File: config.mk
export PLATFORM = sky130hd
export DESIGN_NAME = dffram_port_master
export DESIGN_NICKNAME = d
export VERILOG_FILES = /design/src/rtl/dffram_pkg.sv /design/src/rtl/dffram_rsp_fifo.sv /design/src/rtl/dffram_port_master.sv
export SDC_FILE = /design/constraint.sdc
export NUM_CORES = 1
export LEC_CHECK = 0
export BUFFER_PORTS_ARGS = -buffer_cell sky130_fd_sc_hd__buf_2
export CORE_MARGIN = 3
export CORE_UTILIZATION = 40
export CTS_CLUSTER_DIAMETER = 120
export DETAILED_ROUTE_END_ITERATION = 8
export PLACE_DENSITY = 0.69
export SLEW_MARGIN = 10
export SYNTH_ARGS = -nofsm -noshare
export SYNTH_HDL_FRONTEND = slang
export SYNTH_SLANG_ARGS = --single-unit
File: constraint.sdc
create_clock -name CLK -period 2.3 [get_ports CLK]
set_input_delay 0.115 -clock CLK [delete_from_list [all_inputs] [get_ports CLK]]
set_output_delay 0.115 -clock CLK [all_outputs]
set_load 0.02 [all_outputs]
File: src/rtl/dffram_pkg.sv
// Shared constants, sizing helpers and the response record for the DFFRAM port master.
package dffram_pkg;

  localparam int DFFRAM_DW  = 32;
  localparam int DFFRAM_WEW = 4;

  // Address width of a DFFRAM macro with the given column count.
  function automatic int dffram_aw(input int cols);
    return 8 + $clog2(cols);
  endfunction

  // Number of 32-bit words in a DFFRAM macro with the given column count.
  function automatic int dffram_words(input int cols);
    return 128 * cols;
  endfunction

  typedef struct packed {
    logic [DFFRAM_DW-1:0] rdata;
    logic                 err;
  } dffram_rsp_t;

endpackage

File: src/rtl/dffram_rsp_fifo.sv
// Small synchronous response FIFO with occupancy count. Push and pop may
// happen on the same edge; the caller never pushes when full or pops when empty.
module dffram_rsp_fifo
  import dffram_pkg::*;
#(
  parameter  int DEPTH = 2,
  localparam int CW    = $clog2(DEPTH + 1)
) (
  input  logic          CLK,
  input  logic          RST_N,
  input  logic          push,
  input  dffram_rsp_t   din,
  input  logic          pop,
  output dffram_rsp_t   head,
  output logic [CW-1:0] count
);

  localparam int PW = (DEPTH > 1) ? $clog2(DEPTH) : 1;

  dffram_rsp_t   mem [DEPTH];
  logic [PW-1:0] rd_ptr;
  logic [PW-1:0] wr_ptr;

  // Pointers wrap explicitly so DEPTH need not be a power of two.
  function automatic logic [PW-1:0] ptr_next(input logic [PW-1:0] p);
    return (p == PW'(DEPTH - 1)) ? '0 : p + 1'b1;
  endfunction

  // Pointer and occupancy bookkeeping.
  always_ff @(posedge CLK or negedge RST_N) begin
    if (!RST_N) begin
      rd_ptr <= '0;
      wr_ptr <= '0;
      count  <= '0;
    end else begin
      if (push) wr_ptr <= ptr_next(wr_ptr);
      if (pop)  rd_ptr <= ptr_next(rd_ptr);
      case ({push, pop})
        2'b10:   count <= count + 1'b1;
        2'b01:   count <= count - 1'b1;
        default: count <= count;
      endcase
    end
  end

  // Storage needs no reset: entries are only visible once counted.
  always_ff @(posedge CLK) begin
    if (push) mem[wr_ptr] <= din;
  end

  assign head = mem[rd_ptr];

endmodule

File: src/rtl/dffram_port_master.sv
// Request/response initiator for the DFFRAM single-port macro. Hides the
// macro's one-cycle read timing behind valid/ready channels and buffers
// responses under backpressure (read-before-write data on every request).
// Optional build macro DFFRAM_PORT_BOUNDS_EN: out-of-range addresses are
// answered with rdata=0 and rsp_err=1 without touching the macro.
module dffram_port_master
  import dffram_pkg::*;
#(
  parameter  int COLS      = 1,
  parameter  int RSP_DEPTH = 2,
  localparam int A_WIDTH   = dffram_aw(COLS)
) (
  input  logic                  CLK,
  input  logic                  RST_N,
  input  logic                  req_valid,
  output logic                  req_ready,
  input  logic [DFFRAM_WEW-1:0] req_we,
  input  logic [A_WIDTH-1:0]    req_addr,
  input  logic [DFFRAM_DW-1:0]  req_wdata,
  output logic                  rsp_valid,
  input  logic                  rsp_ready,
  output logic [DFFRAM_DW-1:0]  rsp_rdata,
`ifdef DFFRAM_PORT_BOUNDS_EN
  output logic                  rsp_err,
`endif
  output logic                  ram_EN,
  output logic [DFFRAM_WEW-1:0] ram_WE,
  output logic [A_WIDTH-1:0]    ram_A,
  output logic [DFFRAM_DW-1:0]  ram_Di,
  input  logic [DFFRAM_DW-1:0]  ram_Do
);

  localparam int CW = $clog2(RSP_DEPTH + 1);

  logic          run_q;
  logic          inflight_q;
  logic [CW-1:0] fifo_count;
  logic [CW:0]   occ;
  logic          fifo_empty;
  logic          accept;
  logic          issue;
  logic          oob;
  logic          push;
  logic          pop;
  dffram_rsp_t   fifo_head;
  dffram_rsp_t   bypass;

  // Occupancy counts buffered plus in-flight responses; ready depends on
  // registered state only, so there is no path from rsp_ready.
  assign occ        = {1'b0, fifo_count} + {{CW{1'b0}}, inflight_q};
  assign req_ready  = run_q & (occ < (CW+1)'(RSP_DEPTH));
  assign accept     = req_valid & req_ready;

`ifdef DFFRAM_PORT_BOUNDS_EN
  logic inflight_err_q;

  assign oob    = (req_addr >= A_WIDTH'(dffram_words(COLS)));
  // Out-of-range responses carry zero data regardless of what Do shows.
  assign bypass = '{rdata: (inflight_err_q ? '0 : ram_Do), err: inflight_err_q};

  // Remember whether the in-flight request was refused by the bounds check.
  always_ff @(posedge CLK or negedge RST_N) begin
    if (!RST_N) inflight_err_q <= 1'b0;
    else        inflight_err_q <= accept & oob;
  end
`else
  logic unused_head_err;

  assign oob             = 1'b0;
  assign bypass          = '{rdata: ram_Do, err: 1'b0};
  assign unused_head_err = fifo_head.err;
`endif

  // Macro pins are driven straight from the accepted request.
  assign issue  = accept & ~oob;
  assign ram_EN = issue;
  assign ram_WE = issue ? req_we : '0;
  assign ram_A  = req_addr;
  assign ram_Di = req_wdata;

  // Hold off acceptance until the first edge after reset release, and
  // track the single request whose data appears on ram_Do this cycle.
  always_ff @(posedge CLK or negedge RST_N) begin
    if (!RST_N) begin
      run_q      <= 1'b0;
      inflight_q <= 1'b0;
    end else begin
      run_q      <= 1'b1;
      inflight_q <= accept;
    end
  end

  // Older buffered responses go first; Do is bypassed only when nothing is queued.
  assign fifo_empty = (fifo_count == '0);
  assign rsp_valid  = ~fifo_empty | inflight_q;
  assign pop        = rsp_ready & ~fifo_empty;
  assign push       = inflight_q & ~(rsp_ready & fifo_empty);
  assign rsp_rdata  = fifo_empty ? bypass.rdata : fifo_head.rdata;
`ifdef DFFRAM_PORT_BOUNDS_EN
  assign rsp_err    = fifo_empty ? bypass.err : fifo_head.err;
`endif

  dffram_rsp_fifo #(
    .DEPTH (RSP_DEPTH)
  ) u_rsp_fifo (
    .CLK   (CLK),
    .RST_N (RST_N),
    .push  (push),
    .din   (bypass),
    .pop   (pop),
    .head  (fifo_head),
    .count (fifo_count)
  );

endmodule

======== Word level (Yosys, flattened, before mapping) ========
Memory sizes are Yosys's and may differ from the RTL's.
Index checks and enable logic that the tools add are counted.
word-level totals
  register bits after elaboration ......... 6
  RAM bits ................................ 64
  input port bits ......................... 80
  output and inout port bits .............. 79
  word-level logic and storage cells ...... 31
  memories ................................ 1
memory list
  name            depth  width  rd ports  clocked after Yosys merged registers in  write ports  RTL line               RTL
  u_rsp_fifo.mem  2      32     1         0                                        1            dffram_rsp_fifo.sv:20  dffram_rsp_t mem [DEPTH];
operators by class
  add/sub/neg operators ................... 5
  $lt $le $gt $ge ......................... 1
  eq/ne operators ......................... 2
  mux-type cells .......................... 7
  bitwise gates (word level) .............. 8
  reduce and logical (&&, ||, !) cells .... 2
operators by type and width
  operator             number
  $mux 32              1
  $and 1x1->1          5
  $mux 1               4
  $mux 4               1
  $pmux 2 s2           1
  $add 2x1->3          1
  $lt 3x2->1 const B   1
  $add 1x1->1 const B  2
  $add 2x1->2 const B  1
  $eq 2x1->1 const B   1
  $eq 2x2->1 const B   1
  $logic_not 2->1      1
  $not 1->1            2
  $reduce_bool 2->1    1
  $sub 2x1->2 const B  1
  $or 1x1->1           1

======== Longest topological paths before layout ========
Gate-level depths: netlist (run 1).
  word-level depth ........................ 6
  gate-level depth with buffers ........... 6
  gate-level depth less buffers ........... 6

======== Hierarchy ========
Synthesis (run 1) repeated with hierarchy kept, for this count alone.
second synthesis, totals
  cells, all modules ...................... 213
  area total of the unflattened synthesis .. 3565.9 um^2
modules (own cells, without submodules)
  module              times used  cells an instance  area each (um^2)  sequential area each (um^2)
  dffram_rsp_fifo     1           117                2707.6            2082.0
  dffram_port_master  1           96                 858.3             50.0

======== Worst setup path before layout (run 1) ========
Ideal clock, no wire load.
  kind .................................... register to register
  start ................................... register u_rsp_fifo.count[0]
  end ..................................... memory u_rsp_fifo.mem[0][0] (netlist name) (enable)
  setup time .............................. 421 ps
  data arrival time ....................... 2082 ps
  required time ........................... 1879 ps
  slack ................................... -203 ps
  cell stages (with the launch flop) ...... 4
  path through ............................ dfrtp_1 -> or2_4 -> o21ai_2 -> nor2_1
on the way
  word-level cells in the longest chain between the ends .. 6
ends and longest elaborated chain
  item                          RTL line                  RTL
  from (decl)                   dffram_rsp_fifo.sv:15     output logic [CW-1:0] count
  from (signal assigned)        dffram_rsp_fifo.sv:39     2'b10: count <= count + 1'b1;
  from (signal assigned)        dffram_rsp_fifo.sv:40     2'b01: count <= count - 1'b1;
  from (signal assigned)        dffram_rsp_fifo.sv:41     default: count <= count;
  $logic_not 2->1               dffram_port_master.sv:94  assign fifo_empty = (fifo_count == '0);
  $and 1x1->1                   dffram_port_master.sv:97  assign push = inflight_q & ~(rsp_ready & fifo_empty);
  $not 1->1                     dffram_port_master.sv:97
  $and 1x1->1                   dffram_port_master.sv:97
  $mux 1                        dffram_rsp_fifo.sv:48     if (push) mem[wr_ptr] <= din;
  $mux 1 (implied by the code)  dffram_rsp_fifo.sv:48
  to (decl)                     dffram_rsp_fifo.sv:20
Every way passes these cells.

======== Worst setup path after layout (run 1) ========
  start ................................... register u_rsp_fifo.count[0]
  end ..................................... output rsp_rdata[0]
on the way
  word-level cells in the longest chain between the ends .. 2
ends and longest elaborated chain
  item             RTL line                  RTL
  $logic_not 2->1  dffram_port_master.sv:94
  $mux 32          dffram_port_master.sv:98  assign rsp_rdata = fifo_empty ? bypass.rdata : fifo_head.rdata;
  to (decl)        dffram_port_master.sv:22  output logic [DFFRAM_DW-1:0] rsp_rdata,
Every way passes these cells.

==> flow_summary.json, run 1 <==
{
  "vias_per_cell": 4.57,
  "ys_seq_area_frac": 0.600,
  "antenna_left": 0,
  "p_per_area_nw_per_um2": 1190,
  "htreeDepth": 3,
  "design.core.area_sq_um": 8300,
  "tightest_slew_ns": 0.943,
  "syn_area_sq_um": 3450,
  "grt_max_degree": 33,
  "critPathMaxStageDelay_ns": 0.49,
  "cts.path.max_buffers": 2,
  "drt-total-wl_mm": 5.71,
  "drtIter0Drc": 64,
  "switching_power_w": 0.00192,
  "p_comb_frac": 0.456,
  "io_buffers": 78,
  "clock-sinks": 70,
  "rsz0062_at_grt": "false",
  "cts_hold_buf": 32,
  "synth_top_family_by_area": "buffers and inverters",
  "end_kind": "primary output",
  "fin_skew_ns": 0.00937,
  "antenna_found_initial": 0,
  "slew_headroom": 0.370,
  "row_count": 33,
  "overflow": 0,
  "post-cts-setup-buffers": 0,
  "period_share": 0.835,
  "hold_class": "input port to register",
  "cts_root_buffer": "clkbuf_8",
  "regArea_sq_um": 2070,
  "crit_path_top_delay_cell": "dfrtp_1",
  "sw_frac_of_total": 0.389,
  "maxCapViolCount": 0,
  "layout_min_cycle_time_ns": 1.92,
  "dieArea_sq_um": 9780,
  "io_pins": 159,
  "antenna_cells": 0,
  "synth_cell_types": 23,
  "hold_ws_ns": 0.0187,
  "fin_cells": 425,
  "fp.dieW_um": 98.9,
  "final_nets": 396,
  "n_fill_cell": 737,
  "dp.cells": 377,
  "setup_viol": 0,
  "synth-compound-area-share": 0.0895,
  "hold_violations": 0,
  "drt_first_pass_iters": 5,
  "grt_pass1_wl_mm": 9.40,
  "first_global_vias": 1959,
  "syn_to_final_growth_pct": 19.5,
  "synthXorXnorAreaFrac": 0.0127,
  "ys_seq_elements": 70,
  "internal_power_w": 0.00300,
  "slew_violations": 0,
  "synth_cells": 241,
  "synthSimpleGateAreaFrac": 0.0717,
  "grt_use_total": 0.121,
  "start_util": 0.416,
  "arrival_ns": 1.80,
  "gp_congestion": 0.683,
  "die_y_um": 98.9,
  "dr_total_vias": 1942,
  "synthAdderAreaFrac": 0.00362,
  "cts_buffers": 9,
  "power.share.clock": 0.210,
  "clk_latency_ns": 0.33,
  "cts_tree": "built",
  "cts.clk_slew.worst_paths_ns": 0.06,
  "power_frac_seq": 0.334,
  "ys_warn_count": 0,
  "vdd_drop_max_v": 0.000547,
  "required_ns": 2.18,
  "synth_fp_nets": 322,
  "crit_chain": "or2_4 -> buf_4 -> nor2_1 -> a21oi_1 -> buf_2",
  "syn_avg_cell_area_sq_um": 14.3,
  "fin_util": 0.497,
  "synthMuxAreaShare": 0.0928,
  "worstSetupPathType": "register to primary output",
  "leakage_nw": 1.61,
  "finalSetupTns_ns": 0,
  "drc_errors": 0,
  "max_freq_mhz": 521,
  "multi_input_area_sq_um": 952,
  "drive_gt1_frac": 0.497,
  "post-dp-hpwl_mm": 3.74,
  "critPathMaxFanout": 32,
  "wl_per_cell_um": 13.4,
  "start_kind": "register",
  "cts.repair.resized": 0,
  "status": "finished clean"
}
[power groups by stage]
stage / logic (W) / clock network, W / registers [W]
floorplan: 0.00193 / 0 / 0.00165
global placement: 0.00221 / 0 / 0.00166
detailed placement: 0.00224 / 0 / 0.00167
CTS: 0.00228 / 0.00107 / 0.00165
global route: 0.00245 / 0.00112 / 0.00166
finish: 0.00224 / 0.00103 / 0.00164
[sequential cells by signal, summed over array words and instances, names as in the netlist]
register and cells:
run_q 1, u_rsp_fifo.mem 64, inflight_q 1, u_rsp_fifo.wr_ptr 1, u_rsp_fifo.rd_ptr 1, u_rsp_fifo.count 2
[kinds of logic after synthesis]
kind of cell / after synthesis
simple gates: 42
other cells: 1
flops: 70
buf+inv: 55
compound gates: 35
xor+xnor: 5
mux: 32
fa+ha+maj: 1
[worst max-delay path, delay by kind of cell (launching register included)]
family          cells  cell delay, ns
flops               1            0.49
buf+inv             2            0.59
simple gates        2            0.26
compound gates      1            0.13
[area by class of cell]
| cell class | count | share of cell area |
|---|---|---|
| flip-flops and latches | 70 | 0.502 |
| multi-input cells | 116 | 0.231 |
| repair buffers | 114 | 0.180 |
| well taps | 105 | 0.0318 |
| clock buffers | 10 | 0.0309 |
| clock inverters | 6 | 0.0209 |
| inverters | 4 | 0.00364 |
[layout by cell type (no fill, tap or decap), types with 2 or more instances in the layout]
cell type	Yosys	final
edfxtp_1	64	64
clkbuf_8	0	9
xnor2_1	3	3
clkinv_2	0	2
a21oi_1	4	4
inv_1	4	4
nor2_2	28	28
dfrtp_1	6	5
xor2_1	2	2
buf_4	40	4
nor2_1	7	5
nor2_4	0	2
dlygate4sd3_1	0	32
mux2i_1	32	32
a21oi_2	28	28
buf_2	4	78
and2_1	5	5
bufinv_16	0	2
[routing by layer]
layer | routed length (um) | global-route usage | vias to the layer above
met2 | 2780 | 0.194 | 74
met1 | 2400 | 0.150 | 894
met4 | 88 | 0.0525 | 0
li1 | - | - | 957
met3 | 444 | 0.0403 | 17
met5 | 0 | 0 | -
[path summary, 6_finish.rpt]
check | startpoint | end | slack (ns) | cells after the start
min reg2reg | u_rsp_fifo.count[1] | inflight_q | 0.56 | 1
max reg2reg | u_rsp_fifo.count[0] | u_rsp_fifo.mem[1][5] | 0.38 | 3
max | u_rsp_fifo.count[0] | rsp_rdata[0] | 0.38 | 5
max in group asynchronous | RST_N | u_rsp_fifo.rd_ptr | 2.00 | 2
min | ram_Do[11] | u_rsp_fifo.mem[1][11] | 0.02 | 1
min in group asynchronous | RST_N | inflight_q | 0.14 | 2
[cells in the mapped netlist, drive strengths merged]
master   number  area [sq um]
a2111oi       1          27.5
a211oi        1          7.51
a21oi        32           265
and2          5          31.3
buf          51           429
conb          1          3.75
dfrtp         6           150
edfxtp       64          1920
ha            1          12.5
inv           4          15.0
mux2i        32           320
nor2         35           201
o21ai         1          8.76
or2           1          8.76
or3           1          6.26
xnor2         3          26.3
xor2          2          17.5
[metrics by stage]
stage,total power [W],area (sq um),setup WS [ns]
2_1_floorplan,0.00358,3450,-0.203
3_3_place_gp,0.00387,3590,0.411
3_5_place_dp,0.00391,3590,0.344
4_1_cts,0.00500,4130,0.337
5_1_grt,0.00523,4130,0.212
6_report,0.00492,4130,0.380
Note: power is estimated with default switching activity, not from simulation.
==> run 2: changes to the inputs <==
==> constraint.sdc (replaced) <==
create_clock -name CLK -period 1.6 [get_ports CLK]
set_input_delay 0.08 -clock CLK [delete_from_list [all_inputs] [get_ports CLK]]
set_output_delay 0.08 -clock CLK [all_outputs]
set_load 0.02 [all_outputs]
==> run 2 against run 1 <==
The run now ends with negative setup slack left. Wire length is 33% higher. Core utilization grew 10 points. Sequential power is 43% higher. Via count up 11%. First-iteration DRC count decreased by 1.6%. Sequential cell count unchanged.
==> flow_summary.json, run 2 (same netlist as run 1, synthesis figures left out) <==
{
  "drt-total-wl_mm": 7.58,
  "antenna_left": 0,
  "vias_per_cell": 4.80,
  "worst_slack_ns": -0.158,
  "final_nets": 419,
  "layout_min_cycle_time_ns": 1.76,
  "hold_violations": 0,
  "max_freq_mhz": 569,
  "period_share": 1.10,
  "start_util": 0.416,
  "cts_tree": "built",
  "status": "finished, violations left",
  "vdd_drop_max_v": 0.00100,
  "grt_use_total": 0.127,
  "dp_slack_ns": -0.133,
  "rsz0062_at_grt": "true",
  "fin_skew_ns": 0.00600,
  "fp.dieW_um": 98.9,
  "antenna_cells": 0,
  "row_count": 33,
  "tightest_slew_ns": 0.564,
  "grt_max_degree": 35,
  "maxCapViolCount": 0,
  "fin_area_sq_um": 4990,
  "cts_root_buffer": "clkbuf_8",
  "biggestRegsByFlops": "u_rsp_fifo.mem (64), u_rsp_fifo.count (2)",
  "slew_headroom": 0.623,
  "dpl_cell_area_sq_um": 3650,
  "design.core.area_sq_um": 8300,
  "p_per_area_nw_per_um2": 1880,
  "overflow": 0,
  "r2r_cells": 4,
  "critPathMaxFanout": 6,
  "drc_errors": 0,
  "wl_per_cell_um": 16.9,
  "leakage_nw": 1.89,
  "grt_pass1_wl_mm": 9.61,
  "gp_congestion": 0.731,
  "final_cell_mix": "edfxtp_1, buf_2, nor2_4, dlygate4sd3_1, mux2i_1",
  "io_buffers": 78,
  "end_kind": "primary output",
  "hold_class": "input port to async pin",
  "drtIter0Drc": 63,
  "clk_latency_ns": 0.34,
  "htreeDepth": 3,
  "slew_violations": 0,
  "clock-sinks": 70,
  "cts.clk_slew.worst_paths_ns": 0.07,
  "arrival_ns": 1.68,
  "setup_viol": 38,
  "required_ns": 1.52,
  "violations": "negative setup slack",
  "syn_to_final_growth_pct": 44.4,
  "regMostFlops": "u_rsp_fifo.mem",
  "drt_first_pass_iters": 4,
  "cts_buffers": 9,
  "first_global_vias": 1952,
  "mostFrequentLayoutCell": "edfxtp_1",
  "hold_ws_ns": 0.0887,
  "cts.path.max_buffers": 2,
  "io_pins": 159,
  "dieArea_sq_um": 9780,
  "start_kind": "register",
  "dr_total_vias": 2150,
  "antenna_found_initial": 0,
  "worstSetupPathType": "register to primary output",
  "post-dp-hpwl_mm": 3.72,
  "largest_reg_flops": 64,
  "die_y_um": 98.9,
  "finalSetupTns_ns": -2.43,
  "drive_gt1_frac": 0.580
}
==> run 2: changes by cell type in the layout (fill, tap and decap cells not counted), moves of 6 or more <==
cell | previous run | this run
buf_12 | 0 | 6
a21oi_4 | 0 | 9
buf_2 | 78 | 44
nor2_4 | 2 | 36
nor2_2 | 28 | 1
buf_6 | 0 | 25
buf_4 | 4 | 20
==> run 2: path summary, 6_finish.rpt <==
path / startpoint / end / slack [ns]
min: RST_N / inflight_q / 0.09
max: inflight_q / ram_WE[2] / -0.16
min reg2reg: u_rsp_fifo.count[1] / u_rsp_fifo.count[1] / 0.65
min in group CLK: rsp_ready / u_rsp_fifo.rd_ptr / 0.09
max in group asynchronous: RST_N / u_rsp_fifo.count[0] / 1.35
max reg2reg: u_rsp_fifo.count[1] / u_rsp_fifo.mem[0][7] / 0
==> run 2: final cells by class <==
class	count	area, sq um
fillers	625	3310
multi-input cells	119	1290
flip-flops and latches	70	2070
clock inverters	7	113
clock buffers	9	124
well taps	105	131
repair buffers	134	1240
inverters	4	15.0
==> run 2: metrics by stage <==
step / util / cells / power, W
detailed placement: 0.440 / 382 / 0.00574
finish: 0.601 / 448 / 0.00935
CTS: 0.520 / 436 / 0.00766
floorplan: - / 241 / 0.00518
global route: 0.601 / 448 / 0.00980
global placement: 0.440 / 382 / 0.00570
==> run 2: repair_timing <==
action | CTS | global route
gates resized for setup | 19 | 109
hold buffers | 33 | 0
cloned | 2 | 9
pin swaps | 7 | 12
setup endpoints to repair | 102 | 71
hold endpoints to repair | 70 | 0
setup buffers | 3 | 3
==> run 2: worst max-delay path, stage by stage (launching register included) <==
cell       delay [ns]
dfrtp_1          0.42
buf_6            0.14
a2111oi_4        0.45
and2_1           0.21
buf_6            0.12
==> run 2: routing by layer <==
metal | up-vias | GRT usage | wire length, um
met5 | - | 0 | 0
met2 | 83 | 0.198 | 3950
met1 | 1027 | 0.156 | 3090
met3 | 20 | 0.0439 | 416
met4 | 0 | 0.0641 | 128
li1 | 1020 | - | -
==> run 2: where the power goes <==
part           internal, W  switching [W]
Sequential         0.00224       0.000110
Combinational      0.00252        0.00280
Clock              0.00103       0.000647
Total              0.00579        0.00356
==> run 3: changes to the inputs <==
--- a/config.mk
+++ b/config.mk
@@ -5,6 +5,7 @@
 export SDC_FILE = /design/constraint.sdc
 export NUM_CORES = 1
 export LEC_CHECK = 0
+export ABC_AREA = 1
 export BUFFER_PORTS_ARGS = -buffer_cell sky130_fd_sc_hd__buf_2
 export CORE_MARGIN = 3
 export CORE_UTILIZATION = 40
==> run 3 against run 2 <==
The run still ends with negative setup slack left. Hold slack better by 0.0093 ns. Sequential share of layout area rose by 2.1 points. Via count grew 22%. Maximum frequency up 8.6%. Register-to-register slack improved by 0.08 ns. Non-clock buffer count down 2. Largest cell class unchanged. Largest power group unchanged.
==> flow_summary.json, run 3 <==
{
  "vias_per_cell": 4.71,
  "crit_chain": "nor2_4 -> buf_12 -> inv_8 -> or2_1 -> buf_2",
  "io_buffers": 78,
  "violations": "negative setup slack",
  "mostFrequentLayoutCell": "nand2_1",
  "hold_class": "input port to async pin",
  "biggestRegsByFlops": "u_rsp_fifo.mem (64), u_rsp_fifo.count (2)",
  "ys_seq_area_frac": 0.610,
  "rsz0062_at_grt": "true",
  "r2r_cells": 6,
  "required_ns": 1.52,
  "hold_ws_ns": 0.0980,
  "dieArea_sq_um": 9630,
  "setup_viol": 3,
  "cts_tree": "built",
  "fin_util": 0.595,
  "drt_first_pass_iters": 4,
  "synth-edff-count": 64,
  "ys_async_sr_fraction": 0.0857,
  "drt-total-wl_mm": 8.57,
  "yosys.area.top_type_share": 0.566,
  "antenna_cells": 0,
  "maxCapViolCount": 0,
  "drive_gt1_frac": 0.363,
  "synth_fp_nets": 439,
  "final_cell_mix": "nand2_1, nor2_1, edfxtp_1, buf_2, dlygate4sd3_1",
  "die_y_um": 98.2,
  "crit_path_top_delay_cell": "dfrtp_2",
  "dp_slack_ns": 0.0956,
  "arrival_ns": 1.54,
  "fp.dieW_um": 98.2,
  "first_global_vias": 2556,
  "syn_avg_cell_area_sq_um": 9.49,
  "max_freq_mhz": 617,
  "grt_use_total": 0.163,
  "cts_buffers": 9,
  "clk_latency_ns": 0.34,
  "cts.path.max_buffers": 2,
  "syn_to_final_growth_pct": 39.6,
  "gp_congestion": 0.736,
  "row_count": 32,
  "critPathMaxStageDelay_ns": 0.44,
  "status": "finished, violations left",
  "worstSetupPathType": "register to primary output",
  "final_nets": 531,
  "design.core.area_sq_um": 7970,
  "io_pins": 159,
  "synth_cells": 358,
  "worst_slack_ns": -0.0196,
  "synthTopCellsByCount": "nand2_1, nor2_1, edfxtp_1",
  "cts_root_buffer": "clkbuf_8",
  "start_util": 0.426,
  "rr_startpoint": "u_rsp_fifo.count[0]",
  "synth.area.top_cells": "edfxtp_1, nand2_1, nor2_1, buf_4, dfrtp_1",
  "end_kind": "primary output",
  "period_share": 1.01,
  "leakage_nw": 2.06,
  "slew_violations": 0,
  "p_per_area_nw_per_um2": 1950,
  "grt_max_degree": 34,
  "rrSetupSlack_ns": 0.08,
  "synth_area_leader_cell": "edfxtp_1",
  "drc_errors": 0,
  "dr_total_vias": 2619,
  "grt_pass1_wl_mm": 12.4,
  "syn_area_sq_um": 3400,
  "start_kind": "register",
  "ys_seq_elements": 70,
  "clock-sinks": 70,
  "overflow": 0,
  "antenna_found_initial": 0,
  "synth_cell_types": 17,
  "startpoint": "u_rsp_fifo.count[0]",
  "wl_per_cell_um": 15.4,
  "cts.clk_slew.worst_paths_ns": 0.07,
  "finalSetupTns_ns": -0.0234,
  "vdd_drop_max_v": 0.00127,
  "drtIter0Drc": 115,
  "regMostFlops": "u_rsp_fifo.mem",
  "hold_violations": 0,
  "yosys_most_used_dff": "edfxtp_1",
  "fin_skew_ns": 0.00738,
  "post-dp-hpwl_mm": 4.87,
  "crit_end": "rsp_valid",
  "layout_min_cycle_time_ns": 1.62,
  "synth.most_common_cell": "nand2_1",
  "htreeDepth": 3,
  "largest_reg_flops": 64,
  "ys_warn_count": 0,
  "dp.cells": 495,
  "reg2reg_to": "u_rsp_fifo.mem[0][12]",
  "fin_cells": 556,
  "antenna_left": 0,
  "critPathMaxFanout": 17
}
## run 3: stage by stage
step	total power (W)	cell area, sq um
finish	0.00924	4740
global route	0.00978	4740
CTS	0.00796	4280
detailed placement	0.00585	3610
global placement	0.00580	3610
floorplan	0.00503	3420
## run 3: logic make-up after synthesis
kind of cell | Yosys count | synth area share
AND/OR/NAND/NOR | 216 | 0.244
AO/OA/AOI/OAI | 1 | 0.00147
flip-flops | 70 | 0.610
XOR/XNOR | 1 | 0.00258
other | 1 | 0.00110
buffers and inverters | 68 | 0.137
adder cells (fa/ha/maj) | 1 | 0.00368
## run 3: timing repair
item                                    4_1_cts  5_1_grt
hold buffers                                 33        0
gates cloned                                  1        5
gates resized for setup                      15      111
endpoints found under the setup margin       33       35
setup buffers                                 5        2
hold endpoints to repair                     70        0
pin swaps                                     2       11
## run 3: worst min path at each step
stage	start	to	depth (start not counted)
2_1_floorplan	RST_N	inflight_q	0
3_3_place_gp	RST_N	run_q	1
3_5_place_dp	RST_N	inflight_q	1
4_1_cts	rsp_ready	u_rsp_fifo.wr_ptr	4
5_1_grt	RST_N	inflight_q	2
6_report	RST_N	inflight_q	2
## run 3: area by class of cell
| cell class | count | area [sq um] |
|---|---|---|
| Fill cell | 645 | 3230 |
| Sequential cell | 70 | 2070 |
| Timing Repair Buffer | 132 | 1180 |
| Multi-Input combinational cell | 220 | 1040 |
| Tap cell | 102 | 128 |
| Clock buffer | 9 | 124 |
| Clock inverter | 6 | 111 |
| Inverter | 15 | 72.6 |
| Timing Repair inverter | 2 | 13.8 |
## run 3: metal layers
| layer | up-vias | share of wire | global-route usage |
|---|---|---|---|
| met5 | - | 0 | 0 |
| met4 | 0 | 0.025 | 0.0788 |
| met3 | 29 | 0.072 | 0.0457 |
| met2 | 95 | 0.50 | 0.271 |
| met1 | 1218 | 0.41 | 0.196 |
| li1 | 1277 | - | - |
## run 3: report_power, final
group | total [W] | internal [W] | switching [W]
logic | 0.00517 | 0.00225 | 0.00291
clock network | 0.00168 | 0.00103 | 0.000658
registers | 0.00239 | 0.00225 | 0.000141
## run 3: critical path, delay by kind of cell, from the launching register on
family / cells / cell delay (ns)
buffers and inverters: 3 / 0.41
DFF: 1 / 0.44
and+or+nand+nor: 2 / 0.34
